==> config.mk <==
export PLATFORM = sky130hd
export DESIGN_NAME = cla_add_pipe
export DESIGN_NICKNAME = d
export VERILOG_FILES = /design/src/rtl/cla_add_pipe.sv
export SDC_FILE = /design/constraint.sdc
export NUM_CORES = 1
export LEC_CHECK = 0
export ABC_AREA = 1
export CORE_MARGIN = 10
export CORE_UTILIZATION = 45
export CTS_CLUSTER_SIZE = 25
export DETAILED_ROUTE_END_ITERATION = 10
export GPL_TIMING_DRIVEN = 0
export PLACE_DENSITY = 0.71
export SYNTH_ARGS = -nofsm -noshare
export SYNTH_HDL_FRONTEND = slang
export SYNTH_SLANG_ARGS = --single-unit
==> constraint.sdc <==
create_clock -name clk -period 4.12 [get_ports clk]
set_input_delay 0.618 -clock clk [delete_from_list [all_inputs] [get_ports clk]]
set_output_delay 0.618 -clock clk [all_outputs]
set_load 0.02 [all_outputs]
==> src/rtl/cla_add_pipe.sv <==
// Pipelined carry-lookahead adder/subtractor (ADD/SUB/ADDC/SUBB) with valid/ready handshake.
// Optional feature macro: ADD_SAT_EN (ADD/SUB saturate on signed overflow).
module cla_add_pipe #(
   parameter int WIDTH  = 32,
   parameter int GROUP  = 8,
   parameter int STAGES = 2
) (
   input  logic             clk,
   input  logic             rst_n,
   input  logic             in_valid,
   output logic             in_ready,
   input  logic [WIDTH-1:0] a,
   input  logic [WIDTH-1:0] b,
   input  logic [1:0]       op,
   input  logic             cin,
   output logic             out_valid,
   input  logic             out_ready,
   output logic [WIDTH-1:0] sum,
   output logic             cout,
   output logic             ovf,
   output logic             zero
);

   localparam int NG = WIDTH / GROUP;
`ifdef ADD_SAT_EN
   localparam int SATW = 1;
   localparam logic [WIDTH-1:0] SMIN = {1'b1, {(WIDTH-1){1'b0}}};
   localparam logic [WIDTH-1:0] SMAX = {1'b0, {(WIDTH-1){1'b1}}};
`else
   localparam int SATW = 0;
`endif
   // Stage word layouts, LSB first: p, g, {gp, gg, c0 | gc[NG:0]}, optional saturate flag.
   localparam int S1W   = 2*WIDTH + 2*NG + 1 + SATW;
   localparam int S2W   = 2*WIDTH + NG + 1 + SATW;
   localparam int GP_LO = 2*WIDTH;
   localparam int GG_LO = 2*WIDTH + NG;
   localparam int C0_B  = 2*WIDTH + 2*NG;

   function automatic logic grp_gen(input logic [GROUP-1:0] p, input logic [GROUP-1:0] g);
      logic r;
      logic t;
      r = 1'b0;
      for (int j = 0; j < GROUP; j++) begin
         t = g[j];
         for (int m = j + 1; m < GROUP; m++) t = t & p[m];
         r = r | t;
      end
      return r;
   endfunction

   // Carry into every bit of one group, each one a flat sum of products of the group-local p/g.
   function automatic logic [GROUP-1:0] bit_carries(input logic [GROUP-1:0] p,
                                                    input logic [GROUP-1:0] g,
                                                    input logic             ci);
      logic [GROUP-1:0] c;
      logic t;
      c = '0;
      for (int i = 0; i < GROUP; i++) begin
         t = ci;
         for (int j = 0; j < i; j++) t = t & p[j];
         c[i] = t;
         for (int j = 0; j < i; j++) begin
            t = g[j];
            for (int m = j + 1; m < i; m++) t = t & p[m];
            c[i] = c[i] | t;
         end
      end
      return c;
   endfunction

   function automatic logic [NG:0] grp_carry(input logic [NG-1:0] gp,
                                             input logic [NG-1:0] gg,
                                             input logic          c0);
      logic [NG:0] c;
      logic t;
      c = '0;
      for (int k = 0; k <= NG; k++) begin
         t = c0;
         for (int j = 0; j < k; j++) t = t & gp[j];
         c[k] = t;
         for (int j = 0; j < k; j++) begin
            t = gg[j];
            for (int m = j + 1; m < k; m++) t = t & gp[m];
            c[k] = c[k] | t;
         end
      end
      return c;
   endfunction

   logic             stall;
   logic [WIDTH-1:0] b_eff;
   logic             c0;
   logic [WIDTH-1:0] p0;
   logic [WIDTH-1:0] g0;
   logic [NG-1:0]    gp0;
   logic [NG-1:0]    gg0;
   logic [S1W-1:0]   st0;
   logic [S1W-1:0]   st1;
   logic             v1;
   logic [NG:0]      gc1;
   logic [S2W-1:0]   st1c;
   logic [S2W-1:0]   st2;
   logic             v2;
   logic [WIDTH-1:0] carry;
   logic [WIDTH-1:0] res_raw;
   logic [WIDTH-1:0] res_sum;
   logic             res_cout;
   logic             res_ovf;

   logic             out_valid_d, out_valid_q;
   logic [WIDTH-1:0] sum_d, sum_q;
   logic             cout_d, cout_q;
   logic             ovf_d, ovf_q;
   logic             zero_d, zero_q;

   assign stall    = out_valid_q & ~out_ready;
   assign in_ready = ~stall;

   // Operand prep and per-bit / per-group propagate-generate.
   always_comb begin
      b_eff = b;
      c0    = 1'b0;
      case (op)
         2'b00:   begin b_eff = b;  c0 = 1'b0; end
         2'b01:   begin b_eff = ~b; c0 = 1'b1; end
         2'b10:   begin b_eff = b;  c0 = cin;  end
         2'b11:   begin b_eff = ~b; c0 = ~cin; end
         default: begin b_eff = b;  c0 = 1'b0; end
      endcase
      p0  = a ^ b_eff;
      g0  = a & b_eff;
      gp0 = '0;
      gg0 = '0;
      for (int k = 0; k < NG; k++) begin
         gp0[k] = &p0[k*GROUP +: GROUP];
         gg0[k] = grp_gen(p0[k*GROUP +: GROUP], g0[k*GROUP +: GROUP]);
      end
   end

`ifdef ADD_SAT_EN
   assign st0 = {~op[1], c0, gg0, gp0, g0, p0};
`else
   assign st0 = {c0, gg0, gp0, g0, p0};
`endif

   if (STAGES >= 2) begin : g_reg_pg
      logic [S1W-1:0] st1_d, st1_q;
      logic           v1_d, v1_q;

      // Next state of the P/G stage: advance when not stalled, capture data only for real beats.
      always_comb begin
         st1_d = st1_q;
         v1_d  = v1_q;
         if (!stall) begin
            v1_d = in_valid;
            if (in_valid) begin
               st1_d = st0;
            end else begin
               st1_d = st1_q;
            end
         end else begin
            v1_d = v1_q;
         end
      end

      // P/G stage register.
      always_ff @(posedge clk) begin
         if (!rst_n) begin
            st1_q <= '0;
            v1_q  <= 1'b0;
         end else begin
            st1_q <= st1_d;
            v1_q  <= v1_d;
         end
      end

      assign st1 = st1_q;
      assign v1  = v1_q;
   end else begin : g_pass_pg
      assign st1 = st0;
      assign v1  = in_valid;
   end

   assign gc1 = grp_carry(st1[GP_LO +: NG], st1[GG_LO +: NG], st1[C0_B]);
`ifdef ADD_SAT_EN
   assign st1c = {st1[S1W-1], gc1, st1[2*WIDTH-1:0]};
`else
   assign st1c = {gc1, st1[2*WIDTH-1:0]};
`endif

   if (STAGES >= 3) begin : g_reg_gc
      logic [S2W-1:0] st2_d, st2_q;
      logic           v2_d, v2_q;

      // Next state of the group-carry stage.
      always_comb begin
         st2_d = st2_q;
         v2_d  = v2_q;
         if (!stall) begin
            v2_d = v1;
            if (v1) begin
               st2_d = st1c;
            end else begin
               st2_d = st2_q;
            end
         end else begin
            v2_d = v2_q;
         end
      end

      // Group-carry stage register.
      always_ff @(posedge clk) begin
         if (!rst_n) begin
            st2_q <= '0;
            v2_q  <= 1'b0;
         end else begin
            st2_q <= st2_d;
            v2_q  <= v2_d;
         end
      end

      assign st2 = st2_q;
      assign v2  = v2_q;
   end else begin : g_pass_gc
      assign st2 = st1c;
      assign v2  = v1;
   end

   // In-group bit carries, sum and overflow from the group carry-ins.
   always_comb begin
      carry = '0;
      for (int k = 0; k < NG; k++) begin
         carry[k*GROUP +: GROUP] = bit_carries(st2[k*GROUP +: GROUP],
                                               st2[WIDTH + k*GROUP +: GROUP],
                                               st2[2*WIDTH + k]);
      end
      res_raw  = st2[WIDTH-1:0] ^ carry;
      res_cout = st2[2*WIDTH + NG];
      res_ovf  = carry[WIDTH-1] ^ res_cout;
   end

`ifdef ADD_SAT_EN
   // On overflow a and b' share their MSB, so g[MSB] equals the sign of a.
   assign res_sum = (st2[S2W-1] & res_ovf) ? (st2[2*WIDTH-1] ? SMIN : SMAX) : res_raw;
`else
   assign res_sum = res_raw;
`endif

   // Next state of the output register.
   always_comb begin
      out_valid_d = out_valid_q;
      sum_d       = sum_q;
      cout_d      = cout_q;
      ovf_d       = ovf_q;
      zero_d      = zero_q;
      if (!stall) begin
         out_valid_d = v2;
         if (v2) begin
            sum_d  = res_sum;
            cout_d = res_cout;
            ovf_d  = res_ovf;
            zero_d = ~|res_sum;
         end else begin
            sum_d  = sum_q;
         end
      end else begin
         out_valid_d = out_valid_q;
      end
   end

   // Output register.
   always_ff @(posedge clk) begin
      if (!rst_n) begin
         out_valid_q <= 1'b0;
         sum_q       <= '0;
         cout_q      <= 1'b0;
         ovf_q       <= 1'b0;
         zero_q      <= 1'b0;
      end else begin
         out_valid_q <= out_valid_d;
         sum_q       <= sum_d;
         cout_q      <= cout_d;
         ovf_q       <= ovf_d;
         zero_q      <= zero_d;
      end
   end

   assign out_valid = out_valid_q;
   assign sum       = sum_q;
   assign cout      = cout_q;
   assign ovf       = ovf_q;
   assign zero      = zero_q;

endmodule

## Word-level counts from Yosys, hierarchy flattened

Cells that the tools add are included.

| word-level totals | value |
|---|---|
| register bits | 110 |
| bits in latches | 0 |
| bits in writable memories | 0 |
| memory bits (read-only) | 0 |
| bits of input ports | 71 |
| output and inout bits | 37 |
| word-level logic and storage cells | 416 |
| memories kept | 0 |

| cells by class | value |
|---|---|
| add/sub/neg operators | 0 |
| $mul | 0 |
| divide/modulo/power cells | 0 |
| magnitude comparators | 0 |
| equality and inequality tests | 3 |
| shift operators | 0 |
| multiplexer cells | 2 |
| bitwise operators | 393 |
| reduce and logical (&&, ||, !) cells | 11 |

Operators with widths:

| kind | number |
|---|---|
| 1-bit bitwise AND | 235 |
| 1-bit OR | 150 |
| 32-bit case mux with 2 select lines | 1 |
| 32-bit bitwise XOR | 2 |
| 32-bit bitwise AND | 1 |
| 32-bit NOT | 1 |
| 8-bit AND reduction | 4 |
| 32-bit OR reduction | 1 |
| 2-bit == test (second input constant) | 2 |
| 1-bit case mux with 4 select lines | 1 |
| 2-bit AND reduction | 2 |
| 2-bit OR reduction | 2 |
| 1-bit NOT | 3 |
| 2-bit by 1-bit == test with 1-bit output (second input constant) | 1 |
| 2-bit logical NOT | 1 |
| 1-bit logical NOT | 1 |
| 1-bit bitwise XOR | 1 |

## Depth between registers and ports, before layout

Gate-level depths: netlist of the first run.

| depth | value |
|---|---|
| depth after elaboration | 23 |
| depth in mapped cells | 18 |
| gate-level depth less buffers | 18 |

## Worst setup path after synthesis of the first run

Ideal clock, no wire load.

| timing path | value |
|---|---|
| path kind | input to register |
| from | input port op[0] |
| to | register g_reg_pg.st1_q[68] |
| library setup time | 134 ps |
| data arrival time | 2181 ps |
| data required time | 3986 ps |
| slack | 1805 ps |
| stages on the path | 10 |
| path buffers | 2 |
| path through | clkbuf_1 buf_2 xor2_1 ha_1 nand2_1 inv_1 o211ai_1 a21oi_1 a2111oi_0 a21oi_1 |

| on the way | value |
|---|---|
| word-level cells in the longest chain between the ends | 18 |
| elaborated cells between the ends (all ways) | 44 |
| those cells by class | 3 x eq/ne; 1 x mux; 37 x bitwise; 3 x reduce/logical |

RTL lines:

| what | RTL line | text |
|---|---|---|
| from (decl) | 14 | `input logic [1:0] op,` |
| 2-bit == test, or another cell as far along | 123 | `case (op)` |
| 2-bit OR reduction (no source line) | n/a |  |
| 32-bit case mux with 2 select lines * | 123 |  |
| 32-bit bitwise XOR * | 130 | `p0 = a ^ b_eff;` |
| net p0[1] | 93 | `logic [WIDTH-1:0] p0;` |
| 1-bit bitwise AND * (7 in series) | 45 | `for (int m = j + 1; m < GROUP; m++) t = t & p[m];` |
| 1-bit OR * (7 in series) | 46 | `r = r \| t;` |
| to (signal assigned) | 172 | `st1_q <= st1_d;` |
| to (decl) | 147 | `logic [S1W-1:0] st1_d, st1_q;` |

Mark *: on every way through the listed nets, which the timed path passes. The rest lies on a longest branch.
A chain may end at the register's enable or synchronous reset.

## Final worst setup path of the first run

| timing path | value |
|---|---|
| from | input port op[0] |
| to | register g_reg_pg.st1_q[70] |

The elaborated chain is that of the path after synthesis.

==> qor.yml, run 1 <==
finalSetupViolations: 0
final_common_cell: "dfxtp_1"
crit_buf_inv: 3
slowest_stage: "a2111oi_0"
diodes: 0
place_hpwl_mm: 13.74
first_iter_violations: 570
ctsHoldBuffers: 0
cts_sinks: 106
outcome: "finished, final reports clean"
worst_slew_pin_slew_ns: 0.6762
fin_area_um2: 7291
num_vias: 5604
critPathMaxFanout: 10
cts_buffer_depth: 2
setup.worst_path.end_class: "register"
worst_ep_required_time_ns: 4.34
fmax_mhz: 390.6
cts_htree_levels: 3
yosysWarnings: 0
peakVddDrop_v: 0.0001844
pin_count: 108
use_met2_pct: 32.87
pre_cts_ws_ns: 1.108
postRouteAntennaNets: 0
start_util_pct: 45.71
grt_max_degree: 19
critPathArrivalTime_ns: 2.78
drt_first_pass_iters: 5
drc: 0
hp-class: "register to register"
die_h_um: 132.8
slowest_delay_ns: 0.55
drv_slew: 0
crit_chain: "clkbuf_1, buf_2, xor2_1, ha_1, nand2_1, inv_1, o211ai_1, a21oi_1, a2111oi_0, a21oi_1"
ys_seq_area_share_pct: 37.09
syn_nets: 888
finalHoldViolations: 0
dieArea_um2: 17630
finClkSkew_ns: 0.01026
wl_mm: 17.62
period_minus_slack_ns: 2.560
startpoint_type: "input pin"
final_cell_mix: "dfxtp_1 (106), clkdlybuf4s50_1 (105), nand2_1 (94)"
grt_busiest_layer: "met2"
grt_setup_unrepaired: "no"
grt_pass1_wl_mm: 28.31
postCtsSetupBuffers: 0
synth_area_per_cell_um2: 7.326
slew_headroom_pct: 53.76
synth_area_um2: 5722
cts_tree: "built"
synth-seq-cells: 106
leakage_nw: 3.156
grt_pass1_vias: 5436
path_class: "input pin to register"
grt-ovfl-total: 0
wl_per_cell_um: 16.41
grt_util_met3_pct: 4.164
final_nets: 1004
cts_buffers: 9
routed_via_density: 5.218
fp-row-count: 41
clkLatencyLatePin_ns: 0.36
place_congestion: 0.9151
fin_ws_ns: 1.560
cp_top_family: "compound AO/OA/AOI/OAI gates"
use_met1_pct: 24.56
die_w_um: 132.8
fp.coreArea_um2: 12520
cts-root-buf: "clkbuf_16"
min_period_over_period_pct: 62.14
drv_cap: 0
cpMostUsedCell: "a21oi_1"
synth_cell_types: 28
postSynthCellCount: 781
powerDensity_nw_per_um2: 373.1
antenna_found_initial: 0
place_area_um2: 6988
port_buffers: 105
layout-drive-gt1-share_pct: 4.435
clk_pin_slew_ns: 0.07
syn_to_final_growth_pct: 27.42
post_cts_resized: 0
finalSetupTns_ns: 0
holdWs_ns: 0.4735
gr-usage-all-layers_pct: 19.81
[power breakdown]
group,switching (mW),internal [mW]
sequential,0.0529,1.11
clock,0.405,0.477
combinational,0.404,0.275
total,0.862,1.86
[cell usage after synthesis]
library cell  count  share of area, %
a2111oi_0         4              0.61
a21o_1            4              0.52
a21oi_1          77               6.7
a21oi_2           1              0.15
a22oi_1           1              0.13
buf_1             1             0.066
buf_2             6              0.52
clkbuf_1         35               2.3
clkinv_1          1             0.066
dfxtp_1         106                37
ha_1             36               7.9
inv_1            80               5.2
inv_2             2              0.13
nand2_1          94               6.2
nand2_2          10               1.1
nand3_1          47               4.1
nand3_2           1              0.17
nand4_1          22               2.4
nand4_2           1              0.22
nor2_1           92               6.0
nor2_4            1              0.20
nor3_1            3              0.26
o211ai_1         18               2.4
o21ai_0          83               7.3
o21ai_1           2              0.17
o21ai_2           2              0.31
o21bai_1          1              0.13
xor2_1           50               7.7
[through the flow]
stage	instances	util, %	power (mW)
after global placement	1058	55.83	1.845
after global routing	1074	58.25	2.854
final	1074	58.25	2.720
after floorplan	781	-	1.578
after CTS	1074	58.25	2.723
after detailed placement	1058	55.83	1.853
[final cells by class]
type,count,area (um^2)
Clock inverter,7,77.57
Buffer,42,165.2
Clock buffer,9,225.2
Timing Repair Buffer,105,1051
Sequential cell,106,2122
Inverter,83,311.5
Multi-Input combinational cell,550,3123
Fill cell,1245,5226
Tap cell,172,215.2
[path summary, 6_finish.rpt]
check,cells past startpoint,from,slack [ns],to
setup / recovery,10,op[0],1.56,g_reg_pg.st1_q[70]
hold reg to reg,2,g_reg_pg.st1_q[67],0.47,g_reg_pg.st1_q[67]
hold / removal,2,g_reg_pg.st1_q[67],0.47,g_reg_pg.st1_q[67]
setup reg to reg,16,g_reg_pg.st1_q[72],1.61,zero
[worst register-to-register path, cell delays in order (launching register included)]
cell and delay, ns:
dfxtp_1 0.34, a21o_1 0.21, a21o_1 0.19, a21o_1 0.20, ha_1 0.21, nor2_4 0.14
o21ai_2 0.09, a21oi_1 0.17, xor2_1 0.25, nand2_1 0.08, nor2_1 0.09, nand2_1 0.07
nor2_1 0.10, nand2_1 0.06, nor2_1 0.10, nand2_1 0.08, a21oi_2 0.10
[layer usage]
| layer | up-vias | wire, um |
|---|---|---|
| met5 | - | 0 |
| met4 | 0 | 445 |
| met3 | 34 | 1196 |
| met2 | 201 | 8147 |
| met1 | 2532 | 7836 |
| li1 | 2837 | - |
[flip-flops by register name, summed over array words and instances, names as in the netlist]
register        count
ovf                 1
g_reg_pg.v1_q       1
cout                1
out_valid           1
g_reg_pg.st1_q     69
sum                32
zero                1
[cell families (layout without fill, tap and decap cells)]
family / after synthesis / count (layout) / synth area share, %
adders and majority gates: 36 / 36 / 7.872
xor gates and xnor gates: 50 / 50 / 7.654
buffers and inverters: 125 / 246 / 8.332
AOI/OAI and AO/OA: 193 / 193 / 18.39
DFF: 106 / 106 / 37.09
and+or+nand+nor: 271 / 271 / 20.66
No activity file was read; power rests on OpenSTA's default activity.
==> inputs of run 2 (changes only) <==
--- a/config.mk
+++ b/config.mk
@@ -11,7 +11,7 @@
 export CTS_CLUSTER_SIZE = 25
 export DETAILED_ROUTE_END_ITERATION = 10
 export GPL_TIMING_DRIVEN = 0
-export PLACE_DENSITY = 0.71
+export PLACE_DENSITY = 0.73
 export SYNTH_ARGS = -nofsm -noshare
 export SYNTH_HDL_FRONTEND = slang
 export SYNTH_SLANG_ARGS = --single-unit
==> constraint.sdc (replaced) <==
create_clock -name clk -period 2.15 [get_ports clk]
set_input_delay 0.3225 -clock clk [delete_from_list [all_inputs] [get_ports clk]]
set_output_delay 0.3225 -clock clk [all_outputs]
set_load 0.02 [all_outputs]
==> run 2 against run 1 <==
The run now ends with setup timing left. Routed wire length rose by 0.44%. Global-route usage shrank 0.34 points. Critical path depth is 10 higher. Critical endpoint is now zero.
==> qor.yml, run 2 (same netlist as run 1, synthesis figures left out) <==
postRouteAntennaNets: 0  # unchanged
die_w_um: 132.8  # unchanged
powerDensity_nw_per_um2: 695.8  # was 373.1 nW/um^2
place_congestion: 0.9035  # was 0.9151
drt_first_pass_iters: 5  # unchanged
final_nets: 1019  # was 1004
period_minus_slack_ns: 2.536
cts_tree: "built"  # unchanged
die_h_um: 132.8  # unchanged
fill_cells: 1200  # was 1245
hold_start: "op[0]"  # was g_reg_pg.st1_q[67]
grt_pass1_vias: 5526  # was 5436
wl_per_cell_um: 16.25  # was 16.41 um
finalSetupViolations: 6  # was 0
finalSetupTns_ns: -1.134  # was 0 ns
first_iter_violations: 449  # was 570
cts_htree_levels: 3  # unchanged
layout-drive-gt1-share_pct: 8.833  # was 4.435%
fin_ws_ns: -0.3864  # was 1.560 ns
largest_register: "g_reg_pg.st1_q"  # unchanged
grt_max_degree: 20  # was 19
start_util_pct: 45.71  # unchanged
min_period_over_period_pct: 118.0
slew_headroom_pct: 55.55  # was 53.76%
critPathArrivalTime_ns: 2.83  # was 2.78 ns
peakVddDrop_v: 0.0004550  # was 0.0001844 V
fp.coreArea_um2: 12520  # unchanged
leakage_nw: 3.272  # was 3.156 nW
pin_count: 108  # unchanged
setup.worst_path.end_class: "register"  # unchanged
cts_buffers: 9  # unchanged
grt_pass1_wl_mm: 27.88  # was 28.31 mm
dieArea_um2: 17630  # unchanged
fp-row-count: 41  # unchanged
largest_reg_flops: 69  # unchanged
diodes: 0  # unchanged
crit_start: "g_reg_pg.st1_q[72]"  # was op[0]
clkLatencyLatePin_ns: 0.36  # about the same
hp-class: "input pin to register"  # was register to register
grt-ovfl-total: 0  # unchanged
startpoint_type: "register"  # was input pin
ctsHoldBuffers: 0  # unchanged
worst_ep_required_time_ns: 2.45  # was 4.34 ns
grt_setup_unrepaired: "yes"  # was no
cts_buffer_depth: 2  # unchanged
clk_pin_slew_ns: 0.08  # was 0.07 ns
finClkSkew_ns: 0.01117  # was 0.01026 ns
drv_slew: 0  # unchanged
antenna_found_initial: 0  # unchanged
final_cell_mix: "clkdlybuf4s50_1 (105), dfxtp_1 (104), nor2_1 (91)"  # was dfxtp_1 (106), clkdlybuf4s50_1 (105), nand2_1 (94)
finalHoldViolations: 0  # unchanged
syn_to_final_growth_pct: 31.82  # was 27.42%
reg2reg_from: "g_reg_pg.st1_q[72]"  # unchanged
num_vias: 5790  # was 5604
outcome: "finished, violations left"  # was finished, final reports clean
cts_sinks: 106  # unchanged
cts-root-buf: "clkbuf_16"  # unchanged
gr-usage-all-layers_pct: 19.47  # was 19.81%
drc: 0  # unchanged
place_hpwl_mm: 13.54  # was 13.74 mm
port_buffers: 105  # unchanged
violations: "setup timing"
pre_cts_ws_ns: -0.6176  # was 1.108 ns
fmax_mhz: 394.3
final_common_cell: "clkdlybuf4s50_1"  # was dfxtp_1
drv_cap: 0  # unchanged
path_class: "register to register"  # was input pin to register
wl_mm: 17.70  # was 17.62 mm
critPathMaxFanout: 3  # was 10
worst_slew_pin_slew_ns: 0.6668  # was 0.6762 ns
routed_via_density: 5.317  # was 5.218
## run 2: worst max-delay path, cell delays in order (launching register included)
cell and delay (ns):
dfxtp_2 0.36, a21o_1 0.14, a21o_1 0.18, a21o_1 0.19
ha_2 0.21, nor2_4 0.04, buf_6 0.11, buf_6 0.11
o21ai_4 0.14, nand2_2 0.07, nand2_2 0.08, nand2_4 0.06
nand2_4 0.08, nand2_4 0.07, nand2_4 0.07, nand2_2 0.05
nand2_2 0.08, nand3_2 0.11, nor2_1 0.12, nand2_1 0.08
a21oi_2 0.11
## run 2: repair_timing
item / 4_1_cts / 5_1_grt
buffers inserted: 8 / 7
resized for setup: 13 / 35
pin swaps: 4 / 13
endpoints found under the setup margin: 6 / 16
## run 2: cell type report
class	instances	area, um^2	area share [%]
Clock inverter	6	56.30	0.7465
Clock buffer	10	229.0	3.036
Sequential cell	106	2125	28.17
Multi-Input combinational cell	550	3252	43.12
Tap cell	172	215.2	2.853
Buffer	42	171.4	2.273
Timing Repair Buffer	120	1182	15.68
Inverter	83	311.5	4.131
## run 2: through the flow
step / util, % / instances / hold WS (ns) / cell area (um^2) / total power [mW]
2_1_floorplan: - / 781 / 0.4297 / 5722 / 3.024
4_1_cts: 58.92 / 1082 / 0.4571 / 7375 / 5.176
6_report: 60.26 / 1089 / 0.4568 / 7542 / 5.248
3_3_place_gp: 55.83 / 1058 / 0.4545 / 6988 / 3.531
5_1_grt: 60.26 / 1089 / 0.4599 / 7542 / 5.486
3_5_place_dp: 55.83 / 1058 / 0.4613 / 6988 / 3.546
## run 2: metal layers
layer	vias to the layer above	global-route usage (%)	part of all wire [%]
met5	-	0	0
met4	0	8.068	2.7
met3	30	4.126	6.5
met2	193	31.98	47
met1	2710	24.16	43
li1	2857	-	-
## run 2: final timing paths
| check | depth (start not counted) | to | slack, ns |
|---|---|---|---|
| worst max-delay path | 20 | zero | -0.39 |
| worst min-delay path | 3 | g_reg_pg.st1_q[72] | 0.46 |
| worst max register to register | 20 | zero | -0.39 |
| worst min register to register | 2 | g_reg_pg.st1_q[65] | 0.47 |
## run 2: report_power, final
| part | switching (mW) | internal (mW) | total, mW |
|---|---|---|---|
| clock network | 0.809 | 0.814 | 1.62 |
| logic | 0.809 | 0.587 | 1.40 |
| registers | 0.108 | 2.12 | 2.23 |
==> inputs of run 3 (changes only) <==
--- a/config.mk
+++ b/config.mk
@@ -6,7 +6,7 @@
 export NUM_CORES = 1
 export LEC_CHECK = 0
 export ABC_AREA = 1
-export CORE_MARGIN = 10
+export CORE_MARGIN = 4
 export CORE_UTILIZATION = 45
 export CTS_CLUSTER_SIZE = 25
 export DETAILED_ROUTE_END_ITERATION = 10
==> run 3 against run 2 <==
The flow still finishes with violations (setup timing). Global-route usage rose by 4.3 points. Final area is 0.88% lower. Utilization up 0.96 points. Sequential power about the same. Clock skew is 0.0011 ns lower. Register-to-register slack improved by 0.11 ns. Clock power grew 9%. Sequential share of layout area grew 0.25 points. Sequential cell count unchanged. Combinational power about the same. Total power is 2.4% higher. Critical endpoint unchanged. Largest cell class unchanged.
==> qor.yml, run 3 (same netlist as run 1, synthesis figures left out) <==
grt-ovfl-total: 0  # unchanged
holdPathStages: 3  # unchanged
die_w_um: 120.8  # was 132.8 um
cts_htree_levels: 3  # unchanged
grt_max_degree: 16  # was 20
crit_buf_inv: 0  # was 2
period_minus_slack_ns: 2.423  # was 2.536 ns
wl_mm: 17.50  # was 17.70 mm
path_depth: 16  # was 20
largest_reg_flops: 69  # unchanged
fill_cells: 1159  # was 1200
first_iter_violations: 398  # was 449
routed_via_density: 5.295  # was 5.317
fp.coreArea_um2: 12210  # was 12520 um^2
wl_per_cell_um: 16.21  # was 16.25 um
startpoint_type: "register"  # unchanged
hp-class: "input pin to register"  # unchanged
syn_to_final_growth_pct: 30.66  # was 31.82%
place_congestion: 0.9381  # was 0.9035
finalHoldViolations: 0  # unchanged
gr-usage-all-layers_pct: 23.79  # was 19.47%
largest_register: "g_reg_pg.st1_q"  # unchanged
use_met1_pct: 31.51  # was 24.16%
finClkSkew_ns: 0.01008  # was 0.01117 ns
cts_buffers: 9  # unchanged
drt_first_pass_iters: 5  # unchanged
fp-row-count: 40  # was 41
final_nets: 1014  # was 1019
holdWs_ns: 0.4479  # was 0.4568 ns
start_util_pct: 46.85  # was 45.71%
use_met2_pct: 38.14  # was 31.98%
worst_ep_required_time_ns: 2.43  # was 2.45 ns
cts-root-buf: "clkbuf_16"  # unchanged
clkLatencyLatePin_ns: 0.35  # was 0.36 ns
cp_top_family: "compound AO/OA/AOI/OAI gates"  # was simple AND/OR/NAND/NOR gates
antenna_found_initial: 0  # unchanged
cts_sinks: 106  # unchanged
cpMostUsedCell: "nand2_1"
critPathArrivalTime_ns: 2.70  # was 2.83 ns
grt_pass1_wl_mm: 27.16  # was 27.88 mm
ctsHoldBuffers: 0  # unchanged
grt_busiest_layer: "met2"  # unchanged
fmax_mhz: 412.7  # was 394.3 MHz
clk_pin_slew_ns: 0.06  # was 0.08 ns
diodes: 0  # unchanged
finalSetupTns_ns: -0.5132  # was -1.134 ns
fin_area_um2: 7476  # was 7542 um^2
slowest_delay_ns: 0.33  # was 0.36 ns
worst_slew_pin_slew_ns: 0.6819  # was 0.6668 ns
slew_headroom_pct: 54.54  # was 55.55%
port_buffers: 105  # unchanged
peakVddDrop_v: 0.0004943  # was 0.0004550 V
fin_ws_ns: -0.2732  # was -0.3864 ns
outcome: "finished, violations left"  # unchanged
drc: 0  # unchanged
leakage_nw: 3.245  # was 3.272 nW
num_vias: 5719  # was 5790
drv_cap: 0  # unchanged
place_hpwl_mm: 13.28  # was 13.54 mm
place_area_um2: 6983  # was 6988 um^2
powerDensity_nw_per_um2: 718.6  # was 695.8 nW/um^2
slowest_stage: "dfxtp_2"  # unchanged
grt_setup_unrepaired: "yes"  # unchanged
die_h_um: 120.8  # was 132.8 um
reg2reg_depth: 16  # was 20
path_class: "register to register"  # unchanged
finalSetupViolations: 3  # was 6
crit_chain: "a21o_1, a21o_1, a21o_1, ha_2, nor2_4, o21ai_2, a21oi_2, xor2_2, nand2_1, nor2_1, nand2_1, nor2_1, nand2_1, nor2_1, nand2_1, a21oi_2"  # was a21o_1, a21o_1, a21o_1, ha_2, nor2_4, buf_6, buf_6, o21ai_4, nand2_2, nand2_2, nand2_4, nand2_4, nand2_4, nand2_4, nand2_2, nand2_2, nand3_2, nor2_1, nand2_1, a21oi_2
cts_tree: "built"  # unchanged
setup.worst_path.end_class: "register"  # unchanged
final_cell_mix: "clkdlybuf4s50_1 (105), dfxtp_1 (104), nand2_1 (93)"  # was clkdlybuf4s50_1 (105), dfxtp_1 (104), nor2_1 (91)
pin_count: 108  # unchanged
postRouteAntennaNets: 0  # unchanged
grt_util_met3_pct: 5.379  # was 4.126%
drv_slew: 0  # unchanged
dieArea_um2: 14580  # was 17630 um^2
layout-drive-gt1-share_pct: 6.579  # was 8.833%
violations: "setup timing"  # unchanged
min_period_over_period_pct: 112.7  # was 118.0%
grt_pass1_vias: 5436  # was 5526
cts_buffer_depth: 2  # unchanged
final_common_cell: "clkdlybuf4s50_1"  # unchanged
critPathMaxFanout: 3  # unchanged
-- run 3: changes by cell type in the layout (fill, tap and decap cells not counted), sizes merged --
cell,previous run,this run
buf,22,17
bufinv,0,2
clkbuf,45,49
clkinv,2,1
clkinvlp,1,0
inv,86,82
-- run 3: power breakdown --
group          internal, mW  leakage, nW  total, mW  switching [mW]
clock                  1.06        0.151       1.77           0.719
sequential             2.12        0.877       2.23           0.109
combinational         0.568         2.22       1.37           0.799
-- run 3: metal layers --
metal | wire length [um] | part of all wire (%)
met2 | 7949 | 45
met4 | 434 | 2.5
met5 | 0 | 0
met1 | 7830 | 45
met3 | 1289 | 7.4
-- run 3: area by class of cell --
class / instances / area, um^2 / share of cell area (%)
multi-input cells: 550 / 3201 / 42.81
flip-flops and latches: 106 / 2125 / 28.42
plain buffers: 42 / 172.7 / 2.310
clock inverters: 2 / 60.06 / 0.8033
clock buffers: 14 / 254.0 / 3.397
repair buffers: 115 / 1142 / 15.28
well taps: 168 / 210.2 / 2.812
inverters: 83 / 311.5 / 4.167
-- run 3: final timing paths --
| path | endpoint | start | slack (ns) |
|---|---|---|---|
| setup / recovery | zero | g_reg_pg.st1_q[72] | -0.27 |
| hold / removal | g_reg_pg.st1_q[72] | op[0] | 0.45 |
| setup reg to reg | zero | g_reg_pg.st1_q[72] | -0.27 |
| hold reg to reg | g_reg_pg.st1_q[59] | g_reg_pg.st1_q[59] | 0.48 |
-- run 3: metrics by stage --
step	std cells	total power, mW	util [%]	setup WS [ns]
after global placement	1054	3.532	57.18	-0.5423
after detailed placement	1054	3.550	57.18	-0.5536
after global routing	1080	5.597	61.22	-0.3902
after CTS	1078	5.329	60.67	-0.2272
after floorplan	781	3.024	-	0.01560
final	1080	5.372	61.22	-0.2732
-- run 3: tightest hold or removal path: stages --
cell and delay, ns:
clkbuf_2 0.21, xor2_1 0.10, a21oi_1 0.12
-- run 3: repair_timing --
action / 4_1_cts / 5_1_grt
resized for setup: 12 / 16
pin swaps: 7 / 10
endpoints found under the setup margin: 6 / 17
setup buffers: 8 / 2
